==> src/rtl/mux_rr_pipe_pkg.sv <==
// ============================================================================
// Module  : mux_pkg
// Brief   : Mode constants and width helper shared by the mux_rr_pipe slice.
// Revision: 1.0 - initial release
// ============================================================================
`default_nettype none

package mux_pkg;

    localparam int MUX_MODE_SEL = 0;
    localparam int MUX_MODE_RR  = 1;

    // Index width for n items; a single item still needs a 1-bit index.
    function automatic int clog2_min1(input int n);
        return (n <= 2) ? 1 : $clog2(n);
    endfunction

endpackage

`default_nettype wire

==> src/rtl/mux_rr_pipe_rr_arbiter.sv <==
// ============================================================================
// Module  : rr_arbiter
// Brief   : Round-robin request arbiter; search starts at ptr and wraps.
// Revision: 1.0 - initial release
// ============================================================================
`default_nettype none

module rr_arbiter
    import mux_pkg::*;
#(
    parameter  int CHANNELS = 4,
    localparam int SELW     = clog2_min1(CHANNELS)
) (
    input  logic                clk,
    input  logic                rst_n,
    input  logic [CHANNELS-1:0] req,
    input  logic                advance,
    output logic [SELW-1:0]     grant_idx,
    output logic                grant_vld
);

    logic [SELW-1:0] r_ptr;
    logic            w_hi_vld;
    logic            w_lo_vld;
    logic [SELW-1:0] w_hi_idx;
    logic [SELW-1:0] w_lo_idx;

    // Lowest requester at/above ptr wins; otherwise the lowest overall (wrap).
    always_comb begin
        w_hi_vld = 1'b0;
        w_lo_vld = 1'b0;
        w_hi_idx = '0;
        w_lo_idx = '0;
        for (int i = CHANNELS - 1; i >= 0; i--) begin
            if (req[i]) begin
                w_lo_vld = 1'b1;
                w_lo_idx = SELW'(i);
                if (SELW'(i) >= r_ptr) begin
                    w_hi_vld = 1'b1;
                    w_hi_idx = SELW'(i);
                end
            end
        end
    end

    assign grant_vld = w_lo_vld;
    assign grant_idx = w_hi_vld ? w_hi_idx : w_lo_idx;

    always_ff @(posedge clk or negedge rst_n) begin
        if (!rst_n) begin
            r_ptr <= '0;
        end else if (advance && grant_vld) begin
            r_ptr <= (grant_idx == SELW'(CHANNELS - 1)) ? '0 : grant_idx + 1'b1;
        end
    end

endmodule

`default_nettype wire

==> src/rtl/mux_rr_pipe.sv <==
// ============================================================================
// Module  : mux_rr_pipe
// Brief   : N-channel registered mux with valid/ready, select or round-robin.
// Revision: 1.0 - initial release
// ============================================================================
`default_nettype none

module mux_rr_pipe
    import mux_pkg::*;
#(
    parameter  int WIDTH    = 32,
    parameter  int CHANNELS = 4,
    parameter  int MODE     = MUX_MODE_SEL,
    localparam int SELW     = clog2_min1(CHANNELS)
) (
    input  logic                      clk,
    input  logic                      rst_n,
    input  logic [CHANNELS*WIDTH-1:0] in_data,
    input  logic [CHANNELS-1:0]       in_valid,
    output logic [CHANNELS-1:0]       in_ready,
    input  logic [SELW-1:0]           sel,
    output logic [WIDTH-1:0]          out_data,
    output logic [SELW-1:0]           out_chan,
    output logic                      out_valid,
    input  logic                      out_ready
);

    logic             w_load_en;
    logic             w_grant_vld;
    logic [SELW-1:0]  w_grant_idx;
    logic [WIDTH-1:0] w_grant_data;
    logic             w_unused_sel;

    logic             r_out_valid;
    logic [WIDTH-1:0] r_out_data;
    logic [SELW-1:0]  r_out_chan;

    assign w_load_en = !r_out_valid || out_ready;

    generate
        if (CHANNELS == 1) begin : g_single
            assign w_grant_vld  = in_valid[0];
            assign w_grant_idx  = '0;
            assign w_unused_sel = ^sel;
        end else if (MODE == MUX_MODE_RR) begin : g_rr
            rr_arbiter #(
                .CHANNELS (CHANNELS)
            ) u_arb (
                .clk       (clk),
                .rst_n     (rst_n),
                .req       (in_valid),
                .advance   (w_load_en),
                .grant_idx (w_grant_idx),
                .grant_vld (w_grant_vld)
            );
            assign w_unused_sel = ^sel;
        end else begin : g_sel
            // An out-of-range sel matches no channel and therefore never grants.
            always_comb begin
                w_grant_vld = 1'b0;
                for (int i = 0; i < CHANNELS; i++) begin
                    if (sel == SELW'(i)) begin
                        w_grant_vld = in_valid[i];
                    end
                end
            end
            assign w_grant_idx  = sel;
            assign w_unused_sel = 1'b0;
        end
    endgenerate

    always_comb begin
        w_grant_data = '0;
        for (int i = 0; i < CHANNELS; i++) begin
            if (w_grant_idx == SELW'(i)) begin
                w_grant_data = in_data[i*WIDTH +: WIDTH];
            end
        end
    end

    always_comb begin
        in_ready = '0;
        for (int i = 0; i < CHANNELS; i++) begin
            in_ready[i] = w_load_en && w_grant_vld && (w_grant_idx == SELW'(i));
        end
    end

    // Data and channel hold when the stage empties; only valid drops.
    always_ff @(posedge clk or negedge rst_n) begin
        if (!rst_n) begin
            r_out_valid <= 1'b0;
            r_out_data  <= '0;
            r_out_chan  <= '0;
        end else if (w_load_en) begin
            r_out_valid <= w_grant_vld;
            if (w_grant_vld) begin
                r_out_data <= w_grant_data;
                r_out_chan <= w_grant_idx;
            end
        end
    end

    assign out_valid = r_out_valid;
    assign out_data  = r_out_data;
    assign out_chan  = r_out_chan;

endmodule

`default_nettype wire

==> config.mk <==
export PLATFORM = sky130hd
export DESIGN_NAME = mux_rr_pipe
export DESIGN_NICKNAME = d
export VERILOG_FILES = /design/src/rtl/mux_rr_pipe_pkg.sv /design/src/rtl/mux_rr_pipe_rr_arbiter.sv /design/src/rtl/mux_rr_pipe.sv
export SDC_FILE = /design/constraint.sdc
export NUM_CORES = 1
export LEC_CHECK = 0
export CAP_MARGIN = 20
export CORE_UTILIZATION = 37
export DETAILED_ROUTE_END_ITERATION = 7
export GPL_TIMING_DRIVEN = 0
export PLACE_DENSITY = 0.9
export SLEW_MARGIN = 20
export SYNTH_ARGS = -nofsm -noshare
export SYNTH_HDL_FRONTEND = slang
export SYNTH_SLANG_ARGS = --single-unit
==> constraint.sdc <==
create_clock -name clk -period 3.9 [get_ports clk]
set_clock_uncertainty 0.05 [all_clocks]
set_input_delay 0.975 -clock clk [delete_from_list [all_inputs] [get_ports clk]]
set_output_delay 0.975 -clock clk [all_outputs]
set_load 0.05 [all_outputs]
==> results of run 1 <==
synth_stat cells:
library cell  instances  area [sq um]
and2_1                2          12.5
buf_1                 1          3.75
buf_2                 3          15.0
buf_6                 2          22.5
buf_8                 3          45.0
clkbuf_1              3          11.3
dfrtp_1              35           876
inv_1                 3          11.3
mux2_1                3          33.8
mux2_2                1          11.3
mux2_4               30           450
mux2i_1               1          10.0
mux4_1                3          78.8
mux4_2               29           653
nand2_1               2          7.51
nand2b_1              1          6.26
nand3_1               1          5.00
nor2_1                2          7.51
nor2b_1               1          6.26
nor3b_2               1          12.5
o21ai_0               2          10.0
placed cells by master (no fill, tap or decap), drive strengths merged:
| master | Yosys | final |
|---|---|---|
| nand2 | 2 | 2 |
| nor2 | 2 | 2 |
| clkinv | 0 | 1 |
| and2 | 2 | 2 |
| mux2 | 34 | 34 |
| dlygate4sd2 | 0 | 3 |
| bufinv | 0 | 1 |
| nor3b | 1 | 1 |
| clkdlybuf4s50 | 0 | 170 |
| mux2i | 1 | 1 |
| nor2b | 1 | 1 |
| inv | 3 | 3 |
| clkbuf | 3 | 9 |
| nand2b | 1 | 1 |
| mux4 | 32 | 32 |
| buf | 9 | 11 |
| dfrtp | 35 | 35 |
| o21ai | 2 | 2 |
| nand3 | 1 | 1 |
sequential cells by signal (all words and copies together), names as in the netlist:
| register | cells |
|---|---|
| out_data | 32 |
| out_chan | 2 |
| out_valid | 1 |
cell families after synthesis:
| kind of cell | after synthesis |
|---|---|
| AOI/OAI and AO/OA | 2 |
| buffers and inverters | 15 |
| DFF | 35 |
| muxes | 67 |
| and+or+nand+nor | 10 |
routing by layer:
layer / global-route usage, % / routed length [microns] / share of wire [%]
met1: 21.0 / 2220 / 33
met2: 42.7 / 3940 / 59
met3: 4.89 / 502 / 7.5
met4: 3.93 / 38 / 0.57
met5: 0 / 0 / 0
how the worst max path moves through the flow:
stage | slack, ps | end | cells past startpoint | start
6_report | 110 | in_ready[2] | 5 | sel[0]
5_1_grt | 10 | in_ready[0] | 6 | sel[0]
4_1_cts | 90 | in_ready[0] | 6 | sel[0]
3_5_place_dp | -180 | in_ready[0] | 6 | sel[0]
3_3_place_gp | -130 | in_ready[0] | 6 | sel[0]
2_1_floorplan | 790 | in_ready[3] | 4 | sel[0]
cell type report:
cell class	count	area [sq um]
timing repair buffer	175	1760
fill	435	1690
multi-input combinational	79	1310
sequential	35	876
buffer	12	97.6
tap	75	93.8
clock buffer	6	82.6
clock inverter	2	35.0
inverter	3	11.3
power breakdown:
| group | internal [mW] | switching, mW |
|---|---|---|
| clock network | 0.207 | 0.124 |
| registers | 0.459 | 0.0560 |
| logic | 0.469 | 0.501 |
what timing repair did:
item	4_1_cts	5_1_grt
resized for setup	3	0
buffers inserted	0	0
setup endpoints to repair	3	0
stage by stage:
stage          TNS [ps]  instances  cell area [sq um]  hold slack [ps]  worst slack, ps
6_report              0        387               4260              446              112
5_1_grt               0        387               4260              463             14.2
4_1_cts               0        387               4260              451             89.9
3_5_place_dp       -457        379               4150              434             -184
3_3_place_gp       -312        378               4130              427             -135
2_1_floorplan         0        129               2290              629              791
==> metrics.md, run 1 <==
| Metric | Value |
|---|---|
| Placeable Area | `0.00596 sq mm` |
| # rows | `28` |
| Share of cells above drive strength 1 | `25.3%` |
| GPL Wtd Cong | `0.680` |
| Number of synthesized register bits | `35` |
| Worst hold path type | `flip-flop to flip-flop` |
| Initial antenna violation count | `0` |
| Initial Util | `38.4%` |
| Post-synthesis adder-cell area fraction | `0%` |
| TritonRoute pass-1 iters | `4` |
| Vias | `1,931` |
| Worst reg2reg endpoint | `out_data[22]` |
| Combinational family with the most area after synthesis | `multiplexers` |
| Clock transition at path regs | `70 ps` |
| Die area | `0.00651 sq mm` |
| Synthesized cell area | `0.00229 sq mm` |
| Pwr dens | `426 mW/mm^2` |
| Mux cell area share after synthesis | `54.0%` |
| Global-route usage over all layers | `20.9%` |
| I/O pin cnt | `176` |
| Register-to-Register Path Depth | `6` |
| Largest net degree at the start of global routing | `22` |
| H-tree depth | `2` |
| Die height | `80.7 microns` |
| Flop2flop setup slack | `2290 ps` |
| Worst R2R Start | `out_valid` |
| Root Driver | `clkbuf_8` |
| Width of the die | `80.7 microns` |
| Delay-heaviest family, CP | `buffers and inverters` |
| CP bufs+invs | `2` |
| Via density | `4.99` |
| Post-synthesis compound-gate area fraction | `0.437%` |
| Fin nets | `448` |
| Worst Tran Pin Value | `633 ps` |
| Critical Path RT | `2870 ps` |
| Critical Path Start Type | `input port` |
| Max clock buf depth | `2` |
| Clk sink count | `35` |
| Final Cycle Share | `97.1%` |
| Origin of the worst min-delay path | `out_data[11]` |
| Netlist cell types | `21` |
| CTS tree | `built` |
| Post-Synth Simple-Gate Area | `2.51%` |
| Hold buffers post-CTS | `0` |
| Critical path arrival | `2760 ps` |
| Endpoint, Worst Hold | `out_data[11]` |
| Routed len/inst | `17.3 microns` |
| Syn-to-layout area delta | `86.1%` |
| Setup Crit Path Kind | `input port to output pin` |
| Fin. Hold Viols | `0` |
| Status | `finished, final reports clean` |
| First-pass GRT wire length | `10,100 microns` |
| Syn_nets | `266` |
| GRT overflow | `0` |
| Yosys warns | `0` |
| Residual DRC | `0` |
| Post-synthesis xor/xnor area fraction | `0%` |
| Final WL | `6700 microns` |
| Setup crit end kind | `output pin` |
| Final ANT Viol Nets | `0` |
| Power after layout | `1.82 mW` |
| Fmax achieved | `0.264 GHz` |
| N_diodes | `0` |
| Starting DRC count in detailed routing | `75` |
| Clk_lat worst skew | `280 ps` |
| Post-synthesis sequential area ratio | `38.3%` |
| Final Max Tran Viols | `0` |
| Lkg Pwr | `1.77 nW` |
| Max FO, Critical Path | `4` |
| Worst vdd ir | `0.248 mV` |
| CTS Buf Count | `5` |
| Hpwl dp | `5650 microns` |
| Critical-path top delay cell | `clkdlybuf4s50_1` |
| RSZ-0062 raised after global routing | `false` |
| Port Buffer Count | `174` |
| Maxcap violations | `0` |
| Hold path cells | `1` |
| Largest stage delay, worst path | `810 ps` |
| Slew Limit Headroom | `57.8%` |
| Setup violators final | `0` |
| Vias in the first global route | `2,188` |
| Synth Area per Inst | `17.7 sq um` |
| Synth Instances | `129` |
| Fin crit period | `3790 ps` |
| Worst path cell trace | `clkdlybuf4s50_1 > mux2_2 > nand3_1 > nor2_1 > clkdlybuf4s50_1` |
| Worst path most repeated cell | `clkdlybuf4s50_1` |
| Post-layout util | `71.6%` |
Power figures use the tool's default switching activity.
==> run 2: changes to the inputs <==
--- a/config.mk
+++ b/config.mk
@@ -7,6 +7,7 @@
 export LEC_CHECK = 0
 export CAP_MARGIN = 20
 export CORE_UTILIZATION = 37
+export CTS_CLUSTER_DIAMETER = 40
 export DETAILED_ROUTE_END_ITERATION = 7
 export GPL_TIMING_DRIVEN = 0
 export PLACE_DENSITY = 0.9
==> results of run 2 <==
Final layout, timing and power as in run 1 (identical DEF).
==> edit: new RTL, config.mk and constraints of run 1 <==
`CHANNELS` is set to 4 in 2 places; all go to 5.
--- a/src/rtl/mux_rr_pipe_rr_arbiter.sv
+++ b/src/rtl/mux_rr_pipe_rr_arbiter.sv
@@ -8,7 +8,7 @@
 module rr_arbiter
     import mux_pkg::*;
 #(
-    parameter  int CHANNELS = 4,
+    parameter  int CHANNELS = 5,
     localparam int SELW     = clog2_min1(CHANNELS)
 ) (
     input  logic                clk,
--- a/src/rtl/mux_rr_pipe.sv
+++ b/src/rtl/mux_rr_pipe.sv
@@ -9,7 +9,7 @@
     import mux_pkg::*;
 #(
     parameter  int WIDTH    = 32,
-    parameter  int CHANNELS = 4,
+    parameter  int CHANNELS = 5,
     parameter  int MODE     = MUX_MODE_SEL,
     localparam int SELW     = clog2_min1(CHANNELS)
 ) (
Ports: changed (5 resized); port bits go from 176 to 212. No check against the original RTL was run, so the function may have changed too.
==> edit against run 1 <==
  * Sequential share of layout area down 3.7 points
  * Maximum frequency up 2.9%
  * Setup slack better by 0.11 ns
  * Design area up 26%
  * Synthesized area up 33%
  * Sequential cell count up 1
  * Routed wire length up 62%
  * Cell count up 54%
  * Total power up 2.4%
  * Critical path type unchanged
  * Largest cell class unchanged
  * Largest power group unchanged
  * Highest routed layer unchanged
==> edit: results <==
group,metric,value,unit
layout,largest_reg_flops,32,
global_route,antenna_found_initial,0,
pwr,p_int,0.00111,W
clock_network,clock_sinks,36,
worst_hold_path,min_path_type,"in2async",
placement,globalplace.congestion,0.783,
placement,dp_cells,591,
layout,num_antenna_cells,0,
layout,drive_gt1_frac,0.117,
worst_setup_path,critical_path.startpoint,"in_valid[1]",
routing,routedWlPerCell,18.3,µm
global_route,grt_pass1_wl,17.2,mm
pwr,leakage,2.29,nW
synth,yosysUniqueCellTypes,24,
worst_setup_path,arrival,2.66,ns
clock_network,insertion_delay,0.28,ns
global_route,grt_pass1_vias,3586,
routing,avgViaCountPerCell,5.29,
clock_network,h-tree-depth,2,
synth,synth_compound_area_frac,0.163,
synth,synthesis.nets,451,
status,outcome,"complete, no violations",
synth,synth_common_cells,"mux2i_1 (66), dfrtp_1 (36), nand3b_1 (32), o21a_1 (32), o22ai_1 (32)",
layout,fin_nets,667,
synth,synth_fa_ha_area_frac,0,
synth,ys.warnings.count,0,
placement,dpl_cell_area,5280,µm²
routing,drtIter0Drc,37,
synth,synth-xor-area-share,0,
global_route,grt_start_max_net_pins,34,
synth,synth_area_leaders,"dfrtp_1 (29%), mux2i_1 (22%), mux2_4 (15%), nand3b_1 (7.9%), o21a_1 (7.9%)",
timing,worst_pin_slew,0.538,ns
routing,first_pass_iters,4,
worst_setup_path,critPathCapture,"in_ready[1]",
pwr,ir_worst_vdd,0.263,mV
routing,wl,10.9,mm
placement,port_buffers,208,
synth,seq_area_frac_synth,0.295,
placement,hpwl,8.76,mm
synth,synthCells,280,
worst_setup_path,worst_r2r_startpoint,"out_valid$_DFFE_PN0P_",
placement,place_ws,-0.0526,ns
worst_setup_path,reg2reg_depth,5,
timing,fmax,272,MHz
timing,holdWs,0.449,ns
synth,synth.area.mux_share,0.375,
clock_network,cts_buffers,5,
worst_setup_path,timing.rr.end,"out_data[16]$_DFFE_PN0P_",
global_route,grtUsageTotal,0.255,
synth,synthArstFlopShare,1.00,
[edit: cell count changes in the layout (fill, tap and decap cells not counted), moves of 4 or more]
cell / before / now
clkbuf_1: 3 / 16
clkdlybuf4s50_1: 170 / 202
buf_12: 0 / 4
o21a_1: 0 / 32
nand3b_1: 0 / 32
buf_4: 0 / 6
o22ai_1: 0 / 32
mux2i_1: 1 / 66
mux4_2: 29 / 0
[edit: cells by family after synthesis]
family | count (synthesis)
simple gates | 44
mux | 99
buf+inv | 31
compound gates | 70
flops | 36
[edit: power groups by stage]
stage | Sequential [W] | Combinational (W) | Clock (W)
2_1_floorplan | 0.000854 | 0.000324 | 0
3_3_place_gp | 0.000525 | 0.00108 | 0
3_5_place_dp | 0.000527 | 0.00110 | 0
4_1_cts | 0.000524 | 0.00111 | 0.000244
5_1_grt | 0.000532 | 0.00115 | 0.000261
6_report | 0.000525 | 0.00110 | 0.000235
[edit: worst max-delay path, stage by stage]
cell	delay (ns)
clkdlybuf4s50_1	0.46
mux2i_1	0.07
nor3_1	0.39
and3_1	0.22
dlygate4sd2_1	0.54
[edit: cell type report]
class	instances	area [µm²]
plain buffers	31	201
clock buffers	5	68.8
well taps	102	128
multi-input cells	213	1950
repair buffers	209	2100
flip-flops and latches	36	901
fillers	632	2500
[edit: repair_timing]
item / in CTS / in global routing
endpoints found under the setup margin: 3 / 2
pin swaps: 0 / 0
hold buffers: 0 / 0
cloned: 0 / 0
gates resized for setup: 3 / 2
[edit: routing by layer]
metal / routed length [µm] / track usage
met1: 4100 / 0.270
met2: 5750 / 0.486
met3: 805 / 0.0624
met4: 225 / 0.0885
met5: 0 / 0
